**config.mk**
```make
export PLATFORM = sky130hd
export DESIGN_NAME = fpaddsub_issue_arbiter
export DESIGN_NICKNAME = d
export VERILOG_FILES = /design/src/rtl/fpaddsub_pkg.sv /design/src/rtl/fpaddsub_rr_arbiter.sv /design/src/rtl/fpaddsub_issue_arbiter.sv
export SDC_FILE = /design/constraint.sdc
export NUM_CORES = 1
export LEC_CHECK = 0
export ABC_CLOCK_PERIOD_IN_PS = 5060
export CORE_AREA = 2 2 161 163
export DETAILED_ROUTE_END_ITERATION = 6
export DIE_AREA = 0 0 163 165
export HOLD_SLACK_MARGIN = 0.03
export MAX_ROUTING_LAYER = met4
export PLACE_DENSITY = 0.6
export SYNTH_ARGS = -nofsm -noshare
export SYNTH_HDL_FRONTEND = slang
export SYNTH_HIERARCHICAL = 1
export SYNTH_SLANG_ARGS = --single-unit
```
**constraint.sdc**
```tcl
create_clock -name clk -period 5.06 [get_ports clk]
set_clock_uncertainty 0.1 [all_clocks]
set_input_delay 1.012 -clock clk [delete_from_list [all_inputs] [get_ports clk]]
set_output_delay 1.012 -clock clk [all_outputs]
set_load 0.01 [all_outputs]
```
**src/rtl/fpaddsub_pkg.sv**
```systemverilog
// fpaddsub_pkg: flag bit positions, operation encoding and FP add/sub pipeline depth.
package fpaddsub_pkg;
    localparam int FLAG_OVF = 4;
    localparam int FLAG_UNF = 3;
    localparam int FLAG_DBZ = 2;
    localparam int FLAG_INV = 1;
    localparam int FLAG_INX = 0;
    localparam int FPADDSUB_LATENCY = 11;
    typedef enum logic {OP_ADD = 1'b0, OP_SUB = 1'b1} fp_op_e;
endpackage

```
**src/rtl/fpaddsub_rr_arbiter.sv**
```systemverilog
// fpaddsub_rr_arbiter: combinational round-robin pick, search starts at ptr+1 and wraps.
module fpaddsub_rr_arbiter #(
    parameter int N = 4,
    parameter int W = $clog2(N)
) (
    input  logic [N-1:0] elig,
    input  logic [W-1:0] ptr,
    output logic [N-1:0] grant,
    output logic [W-1:0] idx
);
    // Walk from lowest to highest priority so the highest-priority hit is written last.
    always_comb begin
        grant = '0;
        idx = '0;
        for (int k = N; k >= 1; k--) begin
            if (elig[W'((int'(ptr) + k) % N)]) begin
                grant = N'(1) << ((int'(ptr) + k) % N);
                idx = W'((int'(ptr) + k) % N);
            end
        end
    end
endmodule

```
**src/rtl/fpaddsub_issue_arbiter.sv**
```systemverilog
// fpaddsub_issue_arbiter: shares one fixed-latency FP add/sub unit among NUM_REQ requesters.
// Optional per-requester sticky flag registers under FPARB_STICKY_FLAGS_EN.
module fpaddsub_issue_arbiter
    import fpaddsub_pkg::*;
#(
    parameter int NUM_REQ = 4,
    parameter int FPU_LATENCY = FPADDSUB_LATENCY,
    parameter int MAX_OUTST = 4
) (
    input  logic                    clk,
    input  logic                    rst,
    input  logic                    enable,
    input  logic [NUM_REQ-1:0]      req_valid,
    output logic [NUM_REQ-1:0]      req_ready,
    input  logic [32*NUM_REQ-1:0]   req_a,
    input  logic [32*NUM_REQ-1:0]   req_b,
    input  logic [NUM_REQ-1:0]      req_op,
    output logic [31:0]             fpu_a,
    output logic [31:0]             fpu_b,
    output logic                    fpu_ctrl,
    input  logic [31:0]             fpu_z,
    input  logic [4:0]              fpu_flags,
    output logic [NUM_REQ-1:0]      rsp_valid,
    output logic [31:0]             rsp_z,
    output logic [4:0]              rsp_flags,
`ifdef FPARB_STICKY_FLAGS_EN
    output logic [5*NUM_REQ-1:0]    sticky_flags,
    input  logic [NUM_REQ-1:0]      sticky_clr,
`endif
    output logic                    idle
);
    localparam int IW = $clog2(NUM_REQ);
    localparam int CW = $clog2(MAX_OUTST + 1);

    logic [NUM_REQ-1:0][CW-1:0]     credit;
    logic [NUM_REQ-1:0]             elig, grant;
    logic [IW-1:0]                  gidx, ptr, rid;
    logic                           xfer, rv;
    logic [FPU_LATENCY-1:0]         tag_v;
    logic [FPU_LATENCY-1:0][IW-1:0] tag_id;

    // Nothing is accepted while reset is asserted, so no operation can slip past the flush.
    always_comb
        for (int i = 0; i < NUM_REQ; i++)
            elig[i] = req_valid[i] && credit[i] != '0 && enable && !rst;

    fpaddsub_rr_arbiter #(.N(NUM_REQ), .W(IW)) u_arb (
        .elig  (elig),
        .ptr   (ptr),
        .grant (grant),
        .idx   (gidx)
    );

    assign xfer      = |grant;
    assign req_ready = grant;
    assign fpu_a     = xfer ? req_a[32*gidx +: 32] : '0;
    assign fpu_b     = xfer ? req_b[32*gidx +: 32] : '0;
    assign fpu_ctrl  = xfer & req_op[gidx];

    // The FPU pipeline is never cleared; only the tag valids decide what reaches requesters.
    assign rv        = tag_v[FPU_LATENCY-1] && !rst;
    assign rid       = tag_id[FPU_LATENCY-1];
    assign rsp_valid = rv ? NUM_REQ'(1) << rid : '0;
    assign rsp_z     = rv ? fpu_z : '0;
    assign rsp_flags = rv ? fpu_flags : '0;
    assign idle      = rst || (tag_v == '0 && !xfer);

    always_ff @(posedge clk) begin
        if (rst) begin
            ptr <= IW'(NUM_REQ - 1);
            tag_v <= '0;
            for (int i = 0; i < NUM_REQ; i++) credit[i] <= CW'(MAX_OUTST);
        end else begin
            ptr <= xfer ? gidx : ptr;
            tag_v <= {tag_v[FPU_LATENCY-2:0], xfer};
            for (int i = 0; i < NUM_REQ; i++)
                credit[i] <= credit[i] + CW'(rsp_valid[i]) - CW'(grant[i]);
        end
    end

    always_ff @(posedge clk)
        tag_id <= {tag_id[FPU_LATENCY-2:0], gidx};

`ifdef FPARB_STICKY_FLAGS_EN
    always_ff @(posedge clk) begin
        if (rst)
            sticky_flags <= '0;
        else
            for (int i = 0; i < NUM_REQ; i++)
                sticky_flags[5*i +: 5] <= (sticky_clr[i] ? 5'd0 : sticky_flags[5*i +: 5])
                                        | (rsp_valid[i] ? rsp_flags : 5'd0);
    end
`endif
endmodule

```
# ---- After elaboration in Yosys (flattened, before gate mapping)
# Index checks and enable logic that the tools add are counted.
dict set report word_totals {
  reg_bits 47
  inputBits 304
}
dict set report classes {
  shift 7
  reduce_logical 27
  n_mux 27
  n_lt_le_gt_ge 5
  addsub 12
  bitwise_logic 5
}
# op count
set op_table {}
lappend op_table {{128-bit by 8-bit indexed part select with 32-bit output} 2}
lappend op_table {{1-bit by 32-bit left shift with 4-bit output, first input constant} 4}
lappend op_table {{32-bit 2-to-1 mux} 3}
lappend op_table {{4-bit 2-to-1 mux} 5}
lappend op_table {{2-bit by 4-bit < comparator with 1-bit output, second input constant} 4}
lappend op_table {{1-bit logical AND} 14}
lappend op_table {{3-bit by 1-bit adder with 3-bit output} 4}
lappend op_table {{3-bit nonzero test} 4}
lappend op_table {{3-bit by 1-bit subtractor with 3-bit output} 4}
lappend op_table {{11-bit zero test} 1}
lappend op_table {{1-bit binary-select mux with 2-bit select} 5}
lappend op_table {{1-bit 2-to-1 mux} 9}
lappend op_table {{2-bit 2-to-1 mux} 4}
lappend op_table {{2-bit OR reduction} 4}
lappend op_table {{5-bit 2-to-1 mux} 1}
lappend op_table {{2-bit by 1-bit adder with 2-bit output, second input constant} 2}
lappend op_table {{2-bit adder, second input constant} 2}
lappend op_table {{1-bit AND, first input constant} 4}
lappend op_table {{4-bit OR reduction} 1}
lappend op_table {{1-bit by 2-bit left shift with 4-bit output, first input constant} 1}
lappend op_table {{2-bit by 3-bit < comparator with 1-bit output, second input constant} 1}
lappend op_table {{1-bit zero test} 2}
lappend op_table {{1-bit AND} 1}
lappend op_table {{1-bit logical OR} 1}

# ---- Depth between registers and ports, before layout
# Gate-level depths: netlist of run 1.
dict set report depth {
  word_depth 15
  mapped_depth 14
  depth_no_buf 13
}

# ---- By module
# Netlist of run 1, hierarchy kept.
# mod area_per_inst_um2 seq_area_each_um2 cells_each instances
set by_module_without_submodules {}
lappend by_module_without_submodules {fpaddsub_issue_arbiter 3838.7 940.9 317 1}
lappend by_module_without_submodules {fpaddsub_rr_arbiter 425.4 0.0 57 1}

# ---- Worst setup path after synthesis of run 1
# No wires, ideal clock.
dict set report synth_timing {
  kind {in2out}
  from {input enable}
  to {output fpu_b[23]}
  path_slack_ns 0.593
  cell_stages 9
  t_arrival_ns 3.355
  required_ns 3.948
  cell_sequence {nor2b_1 o311a_1 or3b_2 nand3_1 nand4b_1 a41oi_1 or4_4 clkbuf_1 and2_1}
}
dict set report synth_via {
  elab_chain_cells 11
  word_cells_on_any_way 31
  cone_classes {shift: 1; mux: 21; reduce/logical: 9}
}
# item line_no
set synth_rtl {}
lappend synth_rtl {{start, declared} fpaddsub_issue_arbiter.sv:12} ;# input logic enable,
lappend synth_rtl {{1-bit logical AND (*) (2 in series)} fpaddsub_issue_arbiter.sv:45} ;# elig[i] = req_valid[i] && credit[i] != '0 && enable && !rst;
lappend synth_rtl {{named net elig[0]} fpaddsub_issue_arbiter.sv:36} ;# logic [NUM_REQ-1:0] elig, grant;
lappend synth_rtl {{1-bit binary-select mux with 2-bit select} fpaddsub_rr_arbiter.sv:16} ;# if (elig[W'((int'(ptr) + k) % N)]) begin
lappend synth_rtl {{1-bit 2-to-1 mux (not written as such) (2 in series)} fpaddsub_rr_arbiter.sv:16}
lappend synth_rtl {{4-bit 2-to-1 mux (3 in series)} fpaddsub_rr_arbiter.sv:16}
lappend synth_rtl {{4-bit 2-to-1 mux (*)} fpaddsub_rr_arbiter.sv:16}
lappend synth_rtl {{named net req_ready[0]} fpaddsub_issue_arbiter.sv:14} ;# output logic [NUM_REQ-1:0] req_ready,
lappend synth_rtl {{4-bit OR reduction (*)} fpaddsub_issue_arbiter.sv:54} ;# assign xfer = |grant;
lappend synth_rtl {{32-bit 2-to-1 mux (*)} fpaddsub_issue_arbiter.sv:57} ;# assign fpu_b = xfer ? req_b[32*gidx +: 32] : '0;
lappend synth_rtl {{end, declared} fpaddsub_issue_arbiter.sv:19} ;# output logic [31:0] fpu_b,
# Mark *: on every way through the listed nets, which the timed path passes. The rest lies on a longest branch. The select of a mux whose other input is x is not followed.

# ---- Final worst setup path of run 1
dict set report layout_timing {
  from {input req_valid[3]}
  to {output fpu_ctrl}
}
dict set report layout_via {
  elab_chain_cells 13
  word_cells_on_any_way 27
  cone_classes {mux: 22; bitwise: 1; reduce/logical: 4}
}
# item line_no
set layout_rtl {}
lappend layout_rtl {{start, declared} fpaddsub_issue_arbiter.sv:13} ;# input logic [NUM_REQ-1:0] req_valid,
lappend layout_rtl {{1-bit logical AND (*) (3 in series)} fpaddsub_issue_arbiter.sv:45}
lappend layout_rtl {{named net elig[3]} fpaddsub_issue_arbiter.sv:36}
lappend layout_rtl {{1-bit binary-select mux with 2-bit select} fpaddsub_rr_arbiter.sv:16}
lappend layout_rtl {{1-bit 2-to-1 mux (not written as such) (2 in series)} fpaddsub_rr_arbiter.sv:16}
lappend layout_rtl {{2-bit 2-to-1 mux (4 in series)} fpaddsub_rr_arbiter.sv:16}
lappend layout_rtl {{1-bit binary-select mux with 2-bit select} fpaddsub_issue_arbiter.sv:58} ;# assign fpu_ctrl = xfer & req_op[gidx];
lappend layout_rtl {{1-bit 2-to-1 mux (not written as such)} fpaddsub_issue_arbiter.sv:58}
lappend layout_rtl {{1-bit AND (*)} fpaddsub_issue_arbiter.sv:58}
lappend layout_rtl {{end, declared} fpaddsub_issue_arbiter.sv:20} ;# output logic fpu_ctrl,
# Marked as above.

==> results of run 1 <==
==> worst register-to-register path, stage by stage, from the launching register on <==
cell,delay [ns]
dfxtp_1,0.34
inv_1,0.10
ha_1,0.41
mux4_2,0.58
buf_6,0.16
buf_4,0.14
nand4b_1,0.18
a41oi_2,0.30
buf_4,0.15
buf_4,0.13
ha_1,0.23
inv_1,0.05
ha_1,0.12
inv_1,0.05
fa_1,0.35
xnor3_1,0.36
nand2_1,0.05
==> power by group through the flow <==
stage | logic (W) | clock network [W] | registers (W)
2_1_floorplan | 0.00197 | 0 | 0.000518
3_3_place_gp | 0.00402 | 0 | 0.000525
3_5_place_dp | 0.00401 | 0 | 0.000523
4_1_cts | 0.00412 | 0.000374 | 0.000523
5_1_grt | 0.00437 | 0.000388 | 0.000534
6_report | 0.00406 | 0.000364 | 0.000523
==> metrics by stage <==
stage                     worst slack (ns)  hold slack, ns  setup TNS, ns
after floorplan                     0.5932          0.2096              0
after global placement             -0.4723          0.2101         -27.88
after detailed placement           -0.4856          0.2121         -28.63
after CTS                          -0.1249          0.2204        -0.3641
after global routing              -0.03765          0.2270       -0.06309
final                            -0.001029          0.2209      -0.001029
==> path summary, 6_finish.rpt <==
path / to / cells past startpoint / from
worst max-delay path: fpu_ctrl / 13 / req_valid[3]
worst min-delay path: tag_id[16]$_DFF_P_ / 0 / tag_id[14]$_DFF_P_
worst max register to register: credit[5]$_SDFF_PP1_ / 16 / ptr[1]$_SDFFE_PP1N_
worst min register to register: tag_id[16]$_DFF_P_ / 0 / tag_id[14]$_DFF_P_
==> cell usage in the layout, fill, tap and decap left out, types with 9 or more instances in the layout <==
cell / Yosys / final
nand2_1: 9 / 9
dfxtp_1: 47 / 47
mux4_2: 66 / 66
nor2b_1: 17 / 16
buf_2: 9 / 12
dlygate4sd2_1: 0 / 14
clkdlybuf4s50_1: 0 / 343
and2_1: 102 / 101
inv_1: 18 / 18
clkbuf_2: 0 / 34
buf_12: 0 / 12
ha_1: 14 / 14
buf_4: 0 / 42
buf_6: 9 / 12
nor2_1: 9 / 9
==> cell type report <==
type	instances	area (sq um)
clock buffer	5	125.1
fill	2516	15530
timing repair buffer	482	4674
multi-input combinational	281	3229
clock inverter	3	43.79
sequential	47	940.9
inverter	18	67.56
antenna	4	10.01
tap	330	412.9
==> registers in the layout, indices dropped and copies added, names as in the netlist <==
name / flops
credit: 12
ptr: 2
rid: 2
tag_id: 20
tag_v: 11
==> logic make-up after synthesis <==
family,share of synthesized area (%)
xor gates and xnor gates,2.142
AOI/OAI and AO/OA,4.255
and+or+nand+nor,22.89
adders and majority gates,5.986
muxes,36.68
buffers and inverters,5.986
DFF,22.07
==> per-layer routing <==
layer / wire, microns / part of all wire (%) / vias up
met5: 0 / 0 / -
met4: 165 / 0.72 / 0
met3: 1926 / 8.4 / 10
met2: 11530 / 50 / 292
met1: 9275 / 41 / 2458
li1: - / - / 2312
==> repair_timing <==
action / in CTS / in global routing
cloned: 3 / 0
setup buffers: 19 / 6
gates resized for setup: 133 / 90
hold endpoints to repair: 0 / 0
setup endpoints to repair: 66 / 51
pin swaps: 7 / 7
==> flow_metrics.py, run 1 <==
metrics = {
    "status": {
        "status": "finished with violations",
        "failed_checks": "setup timing",
    },
    "yosys": {
        "synth_area_sq_um": 4264,
        "synth_warnings": 6,
        "synth_top_area_share_pct": 34.86,
        "ys_seq_elements": 47,
        "synth-edff-count": 0,
        "synth_ff_type": "dfxtp_1",
        "yosys-top-cells-count": "and2_1 (102), mux4_2 (66), dfxtp_1 (47)",
        "syn_area_per_cell_sq_um": 11.40,
        "ys_seq_area_share_pct": 22.07,
        "yosys-top-cells-area": "mux4_2 (35%), dfxtp_1 (22%), and2_1 (15%)",
        "synth-async-reset-ratio_pct": 0,
        "yosysMostFrequentCell": "and2_1",
        "synthCells": 374,
        "ys_types": 36,
        "yosysTopAreaCell": "mux4_2",
        "syn_nets": 696,
    },
    "worst_setup_path": {
        "cp_common_cell": "buf_4",
        "path_class": "in2out",
        "cp-end-kind": "primary output",
        "cp_num_buf_inv": 7,
        "required_ns": 3.95,
        "cp_cell_sequence": "clkdlybuf4s50_1, o311a_4, mux4_2, buf_6, buf_4, nand3_1, a41oi_2, buf_4, or4_4, buf_4, buf_4, and2_1, buf_12",
        "critical-path-top-delay-family": "buffers and inverters",
        "crit_arrival_ns": 3.95,
        "max_stage_delay_ns": 0.57,
        "critPathLaunchType": "input port",
        "rrSetupSlack_ns": 1.13,
        "crit_fanout": 4,
        "critPathSlowestCell": "or4_4",
    },
    "timing": {
        "finalCritPeriodShare_pct": 100.0,
        "slew_headroom_pct": 71.11,
        "rsz0062_at_grt": "yes",
        "hold_viol": 0,
        "finalMaxSlewViolations": 0,
        "setup_viol": 1,
        "max_freq_mhz": 197.6,
        "fin_crit_ns": 5.061,
        "fin_ws_ns": -0.001029,
        "tightest_slew_ns": 0.4324,
    },
    "floorplan": {
        "initial_utilization_pct": 17.03,
        "fp.dieH_microns": 165,
        "rows": 58,
        "boundaryPins": 415,
        "fp.dieW_microns": 163,
        "die_area_sq_um": 26900,
        "core_area_sq_um": 25040,
    },
    "placed_design": {
        "dpl-instance-area_sq_um": 9123,
        "dp_cells": 1131,
        "dp_hpwl_microns": 19090,
        "gp_congestion": 0.7928,
        "io_buffers": 414,
    },
    "cells_and_area": {
        "stdcell_count": 1170,
        "fin_area_sq_um": 9504,
        "final_core_util_pct": 37.96,
        "fin_nets": 1157,
        "drive_gt1_share_pct": 25.48,
        "area_growth_syn_to_layout_pct": 122.9,
    },
    "pwr": {
        "switching_power_w": 0.001944,
        "powerDensity_nw_per_um2": 520.2,
        "leakagePower_nw": 3.740,
        "p_clk_share_pct": 7.4,
        "seq_power_share_pct": 10.6,
        "power.total_w": 0.004944,
        "swShare_pct": 39.32,
        "ir_drop_uv": 292.0,
        "p_int_w": 0.003000,
        "power_frac_comb_pct": 82.1,
    },
    "hold_path": {
        "min_path_type": "reg2reg",
    },
    "global_routing": {
        "antenna_found_initial": 5,
        "grt_max_degree": 39,
        "grt_pass1_wl_microns": 31660,
        "grt_busiest_layer": "met2",
        "grt-ovfl-total": 0,
        "use_met1_pct": 20.24,
        "grt_use_met3_pct": 4.144,
        "grt_usage_pct": 16.38,
        "grt_pass1_vias": 5292,
        "grt.met2_usage_pct": 27.62,
    },
    "clock_network": {
        "cts_sinks": 47,
        "tritoncts": "built",
        "clkLatencyLatePin_ns": 0.28,
        "cts_buffers": 5,
        "clkTransAtPathRegs_ns": 0.06,
        "cts_root_buf": "clkbuf_16",
        "clock_path_buffers": 2,
        "holdBufCountCts": 0,
        "ctsHtreeMaxLevel": 2,
    },
    "drt": {
        "wirelength_microns": 22890,
        "dr.pass1.iters": 5,
        "avgRoutedWirePerCell_microns": 19.57,
        "avgViaCountPerCell": 4.335,
        "drtAntennaViolNets": 0,
        "drc_errors": 0,
        "drtIter0Drc": 154,
        "num_vias": 5072,
    },
    "run": {
        "maxCapViolCount": 0,
    },
}
(Power assumes the default switching activity.)
==> run 2, diff against run 1 <==
--- a/config.mk
+++ b/config.mk
@@ -5,7 +5,7 @@
 export SDC_FILE = /design/constraint.sdc
 export NUM_CORES = 1
 export LEC_CHECK = 0
-export ABC_CLOCK_PERIOD_IN_PS = 5060
+export ABC_CLOCK_PERIOD_IN_PS = 5600
 export CORE_AREA = 2 2 161 163
 export DETAILED_ROUTE_END_ITERATION = 6
 export DIE_AREA = 0 0 163 165
==> constraint.sdc (replaced) <==
create_clock -name clk -period 5.6 [get_ports clk]
set_clock_uncertainty 0.1 [all_clocks]
set_input_delay 1.12 -clock clk [delete_from_list [all_inputs] [get_ports clk]]
set_output_delay 1.12 -clock clk [all_outputs]
set_load 0.01 [all_outputs]
==> run 2 against run 1 <==
  * The flow now finishes without violations
  * Worst setup slack better by 0.10 ns
  * Routed wire length is 4.0% lower
  * Combinational power is 15% lower
  * Register-to-register slack better by 0.74 ns
  * Final cell count is 1.1% lower
  * Hold slack worse by 0.00068 ns
  * Power is 14% lower
  * Clock power is 7.7% lower
  * Critical path type unchanged
  * Critical endpoint is now fpu_b[16]
  * Largest cell class unchanged
==> flow_metrics.py, run 2 (synthesis gave the netlist of run 1 again) <==
metrics = {
    "cells_and_area": {
        "area_growth_syn_to_layout_pct": 120.2,
        "largest_reg_flops": 20,
        "largest-register": "tag_id",
        "stdcell_count": 1157,
        "drive_gt1_share_pct": 17.76,
        "final_cell_mix": "clkdlybuf4s50_1 (349), and2_1 (102), mux4_2 (66)",
        "reg.largest.list": "tag_id: 20 flops, credit: 12 flops, tag_v: 11 flops",
        "fin_nets": 1143,
        "fin_area_sq_um": 9389,
        "layout_commonest_cell": "clkdlybuf4s50_1",
    },
    "global_routing": {
        "grt_pass1_wl_microns": 29770,
        "antenna_found_initial": 3,
        "grt_usage_pct": 15.38,
        "grt_pass1_vias": 4906,
        "grt_max_degree": 51,
        "grt-ovfl-total": 0,
    },
    "floorplan": {
        "fp.dieH_microns": 165,
        "core_area_sq_um": 25040,
        "fp.dieW_microns": 163,
        "boundaryPins": 415,
        "die_area_sq_um": 26900,
        "rows": 58,
        "initial_utilization_pct": 17.03,
    },
    "clock_network": {
        "ctsHtreeMaxLevel": 2,
        "cts_sinks": 47,
        "cts_buffers": 5,
        "clock_path_buffers": 2,
        "clkLatencyLatePin_ns": 0.28,
        "clkTransAtPathRegs_ns": 0.07,
        "tritoncts": "built",
        "cts_root_buf": "clkbuf_16",
    },
    "worst_setup_path": {
        "regToRegStartpoint": "ptr[1]$_SDFFE_PP1N_",
        "cp_cell_sequence": "clkdlybuf4s50_1, nor2b_1, buf_4, o311a_4, mux4_2, a21oi_2, o211ai_1, o21ai_4, buf_12, buf_4, buf_12, mux4_2, and2_1, dlygate4sd2_1",
        "required_ns": 4.38,
        "max_stage_delay_ns": 0.55,
        "crit_arrival_ns": 4.28,
        "crit_fanout": 15,
        "crit_start": "rst",
        "r2r_cells": 14,
        "reg2reg_to": "credit[5]$_SDFF_PP1_",
        "rrSetupSlack_ns": 1.87,
        "cp-end-kind": "primary output",
        "critPathCapture": "fpu_b[16]",
        "path_class": "in2out",
        "critPathSlowestCell": "mux4_2",
        "critPathLaunchType": "input port",
    },
    "pwr": {
        "powerDensity_nw_per_um2": 452.7,
        "power.total_w": 0.004250,
        "leakagePower_nw": 3.727,
        "ir_drop_uv": 216.5,
    },
    "drt": {
        "drtAntennaViolNets": 0,
        "dr.pass1.iters": 4,
        "drtIter0Drc": 187,
        "wirelength_microns": 21980,
        "drc_errors": 0,
        "avgRoutedWirePerCell_microns": 19.00,
        "avgViaCountPerCell": 4.260,
        "num_vias": 4929,
    },
    "timing": {
        "rsz0062_at_grt": "yes",
        "tightest_slew_ns": 0.4684,
        "finalMaxSlewViolations": 0,
        "setup_viol": 0,
        "slew_headroom_pct": 68.70,
        "fin_crit_ns": 5.501,
        "hold_viol": 0,
        "fin_ws_ns": 0.09859,
        "max_freq_mhz": 181.8,
        "finalCritPeriodShare_pct": 98.24,
    },
    "placed_design": {
        "io_buffers": 414,
        "dp_cells": 1131,
        "gp_congestion": 0.8060,
        "dpl-instance-area_sq_um": 9072,
        "dp_hpwl_microns": 18980,
        "dpl_worst_slack_ns": -0.1559,
    },
    "status": {
        "status": "finished, final reports clean",
    },
    "hold_path": {
        "min_path_type": "reg2reg",
    },
    "run": {
        "maxCapViolCount": 0,
    },
}
==> run 2: critical path: cells and delay by family <==
family                 cells  cell delay, ns
muxes                      2            1.09
buffers and inverters      6            1.31
AOI/OAI and AO/OA          4            0.49
and+or+nand+nor            2            0.24
==> run 2: area by class of cell <==
cell class,count,area (sq um)
fill,2480,15650
timing repair buffer,469,4618
multi-input combinational,280,3166
sequential,47,940.9
tap,330,412.9
clock buffer,5,125.1
inverter,18,67.56
clock inverter,3,46.29
antenna,5,12.51
==> run 2: worst min-delay path by stage <==
| stage | from | cells after the start | end |
|---|---|---|---|
| 3_3_place_gp | tag_id[12]$_DFF_P_ | 0 | tag_id[14]$_DFF_P_ |
| 6_report | tag_id[13]$_DFF_P_ | 0 | tag_id[15]$_DFF_P_ |
| 4_1_cts | tag_id[13]$_DFF_P_ | 0 | tag_id[15]$_DFF_P_ |
| 3_5_place_dp | tag_id[10]$_DFF_P_ | 0 | tag_id[12]$_DFF_P_ |
| 2_1_floorplan | tag_id[18]$_DFF_P_ | 0 | rid[0]$_DFF_P_ |
| 5_1_grt | tag_id[1]$_DFF_P_ | 0 | tag_id[3]$_DFF_P_ |
==> run 2: metrics by stage <==
| stage | hold WS [ns] | setup TNS, ns | util [%] |
|---|---|---|---|
| floorplan | 0.2096 | 0 | - |
| global placement | 0.2106 | -4.443 | 36.24 |
| detailed placement | 0.2121 | -5.451 | 36.24 |
| CTS | 0.2228 | -0.3249 | 36.83 |
| global route | 0.2314 | -0.03874 | 37.48 |
| finish | 0.2203 | 0 | 37.50 |
==> run 2: power by group <==
group	internal, W	total, W	switching, W
registers	0.000423	0.000471	0.0000478
clock network	0.000212	0.000336	0.000124
logic	0.00196	0.00344	0.00148
total	0.00260	0.00425	0.00165
==> run 2: repair_timing <==
item,CTS,global route
pin swaps,0,1
hold buffers,0,0
endpoints found under the setup margin,64,28
setup buffers,3,11
resized for setup,64,16
==> run 2: routing by layer <==
layer,wire length (microns),vias up,GRT usage [%]
met4,200,0,2.615
met1,8810,2361,19.44
li1,-,2280,-
met2,10980,276,25.37
met3,1985,12,3.742
met5,0,-,-
==> run 3, diff against run 2 <==
--- a/config.mk
+++ b/config.mk
@@ -6,12 +6,15 @@
 export NUM_CORES = 1
 export LEC_CHECK = 0
 export ABC_CLOCK_PERIOD_IN_PS = 5600
-export CORE_AREA = 2 2 161 163
+export CAP_MARGIN = 15
+export CELL_PAD_IN_SITES_DETAIL_PLACEMENT = 0
+export CELL_PAD_IN_SITES_GLOBAL_PLACEMENT = 1
+export CORE_AREA = 2 2 159 161
 export DETAILED_ROUTE_END_ITERATION = 6
-export DIE_AREA = 0 0 163 165
+export DIE_AREA = 0 0 161 163
 export HOLD_SLACK_MARGIN = 0.03
 export MAX_ROUTING_LAYER = met4
-export PLACE_DENSITY = 0.6
+export PLACE_DENSITY = 0.8
 export SYNTH_ARGS = -nofsm -noshare
 export SYNTH_HDL_FRONTEND = slang
 export SYNTH_HIERARCHICAL = 1
==> run 3 against run 2 <==
  * Critical endpoint is now fpu_b[8]
  * Flip-flop and latch count did not move
  * Via count fell by 0.77%
  * Die area fell by 2.4%
==> flow_metrics.py, run 3 (synthesis gave the netlist of run 1 again) <==
metrics = {
    "status": {
        "status": "finished, final reports clean",
    },
    "timing": {
        "hold_viol": 0,
        "finalMaxSlewViolations": 0,
        "slew_headroom_pct": 64.85,
        "tightest_slew_ns": 0.5273,
        "setup_viol": 0,
        "finalCritPeriodShare_pct": 97.77,
        "max_freq_mhz": 182.6,
        "fin_crit_ns": 5.475,
        "rsz0062_at_grt": "yes",
    },
    "cells_and_area": {
        "stdcell_count": 1144,
        "area_growth_syn_to_layout_pct": 122.5,
        "final_cell_mix": "clkdlybuf4s50_1 (349), and2_1 (102), mux4_2 (66)",
        "reg.largest.list": "tag_id: 20 flops, credit: 12 flops, tag_v: 11 flops",
        "largest-register": "tag_id",
        "layout_commonest_cell": "clkdlybuf4s50_1",
        "fin_area_sq_um": 9489,
        "largest_reg_flops": 20,
        "drive_gt1_share_pct": 16.77,
        "fin_nets": 1132,
        "final_core_util_pct": 38.46,
    },
    "pwr": {
        "powerDensity_nw_per_um2": 451.0,
        "ir_drop_uv": 266.8,
        "leakagePower_nw": 4.086,
    },
    "clock_network": {
        "clkTransAtPathRegs_ns": 0.06,
        "tritoncts": "built",
        "cts_root_buf": "clkbuf_16",
        "clock_path_buffers": 2,
        "cts_sinks": 47,
        "cts_buffers": 5,
        "holdBufCountCts": 0,
        "ctsHtreeMaxLevel": 2,
        "clkLatencyLatePin_ns": 0.28,
    },
    "worst_setup_path": {
        "required_ns": 4.38,
        "cp-end-kind": "primary output",
        "crit_start": "rst",
        "critPathLaunchType": "input port",
        "path_class": "in2out",
        "crit_arrival_ns": 4.26,
        "crit_fanout": 12,
        "regToRegStartpoint": "ptr[1]$_SDFFE_PP1N_",
    },
    "drt": {
        "num_vias": 4891,
        "dr.pass1.iters": 4,
        "avgViaCountPerCell": 4.275,
        "avgRoutedWirePerCell_microns": 19.54,
        "drtIter0Drc": 252,
        "drc_errors": 0,
        "wirelength_microns": 22350,
        "drtAntennaViolNets": 0,
    },
    "global_routing": {
        "grt_pass1_vias": 4977,
        "grt_pass1_wl_microns": 30590,
        "grt-ovfl-total": 0,
        "grt_usage_pct": 16.16,
        "antenna_found_initial": 2,
        "grt_max_degree": 42,
    },
    "floorplan": {
        "core_area_sq_um": 24670,
        "fp.dieH_microns": 163,
        "fp.dieW_microns": 161,
        "rows": 58,
        "boundaryPins": 415,
        "die_area_sq_um": 26240,
        "initial_utilization_pct": 17.28,
    },
    "hold_path": {
        "hp-start": "tag_id[13]$_DFF_P_",
        "min_path_type": "reg2reg",
    },
    "placed_design": {
        "dp_cells": 1121,
        "dp_hpwl_microns": 18910,
        "io_buffers": 414,
        "gp_congestion": 0.8187,
        "dpl-instance-area_sq_um": 9022,
    },
    "run": {
        "maxCapViolCount": 0,
    },
}
-- run 3: cell types whose count changed in the layout (fill, tap and decap cells not counted), moves of 2 or more --
cell	previous run	this run
buf_16	0	2
buf_4	44	30
diode_2	5	3
dlygate4sd2_1	56	17
clkinv_4	0	2
dlymetal6s2s_1	6	44
-- run 3: stage by stage --
step | worst slack (ns) | hold WS [ns] | setup TNS [ns] | total power (W)
after global routing | -0.01046 | 0.2325 | -0.01046 | 0.004607
after global placement | -0.1227 | 0.2101 | -5.905 | 0.004081
after floorplan | 0.9172 | 0.2096 | 0 | 0.002251
final | 0.1247 | 0.2267 | 0 | 0.004280
after detailed placement | -0.1654 | 0.2121 | -7.740 | 0.004082
after CTS | -0.02614 | 0.2244 | -0.2444 | 0.004315
-- run 3: routing by layer --
metal  vias to the layer above  global-route usage, %  wire [microns]
li1                       2258                      -               -
met1                      2359                  19.26            8693
met2                       260                  28.50           11780
met3                        14                  3.972            1718
met4                         0                  1.948             154
met5                         -                      -               0
-- run 3: power breakdown --
part | internal [W] | switching [W]
combinational | 0.00203 | 0.00149
clock | 0.000167 | 0.000121
sequential | 0.000424 | 0.0000489
total | 0.00262 | 0.00166
-- run 3: timing repair --
action | in CTS | in global routing
buffers inserted | 2 | 9
setup endpoints to repair | 63 | 48
gates cloned | 0 | 1
resized for setup | 24 | 58
pin swaps | 1 | 0
-- run 3: cell type report --
class | instances | area, sq um
fill | 2440 | 15180
timing repair buffer | 458 | 4737
multi-input combinational | 280 | 3177
sequential | 47 | 940.9
tap | 330 | 412.9
clock buffer | 6 | 128.9
inverter | 18 | 67.56
clock inverter | 2 | 17.52
antenna | 3 | 7.507
-- run 3: worst paths after layout --
check                                             to  depth (start not counted)  slack, ns
worst min register to register    tag_id[15]$_DFF_P_                          0       0.23
worst max register to register  credit[5]$_SDFF_PP1_                         14       1.94
worst max-delay path                        fpu_b[8]                         14       0.12
worst min-delay path              tag_id[15]$_DFF_P_                          0       0.23
-- run 3: critical path, stage by stage --
cell,delay (ns)
clkdlybuf4s50_1,0.48
nor2b_1,0.05
buf_4,0.15
o311a_4,0.14
mux4_2,0.50
a21oi_2,0.12
o211ai_1,0.13
o21ai_4,0.14
buf_12,0.17
buf_12,0.10
buf_16,0.14
mux4_2,0.51
and2_1,0.17
dlygate4sd2_1,0.29
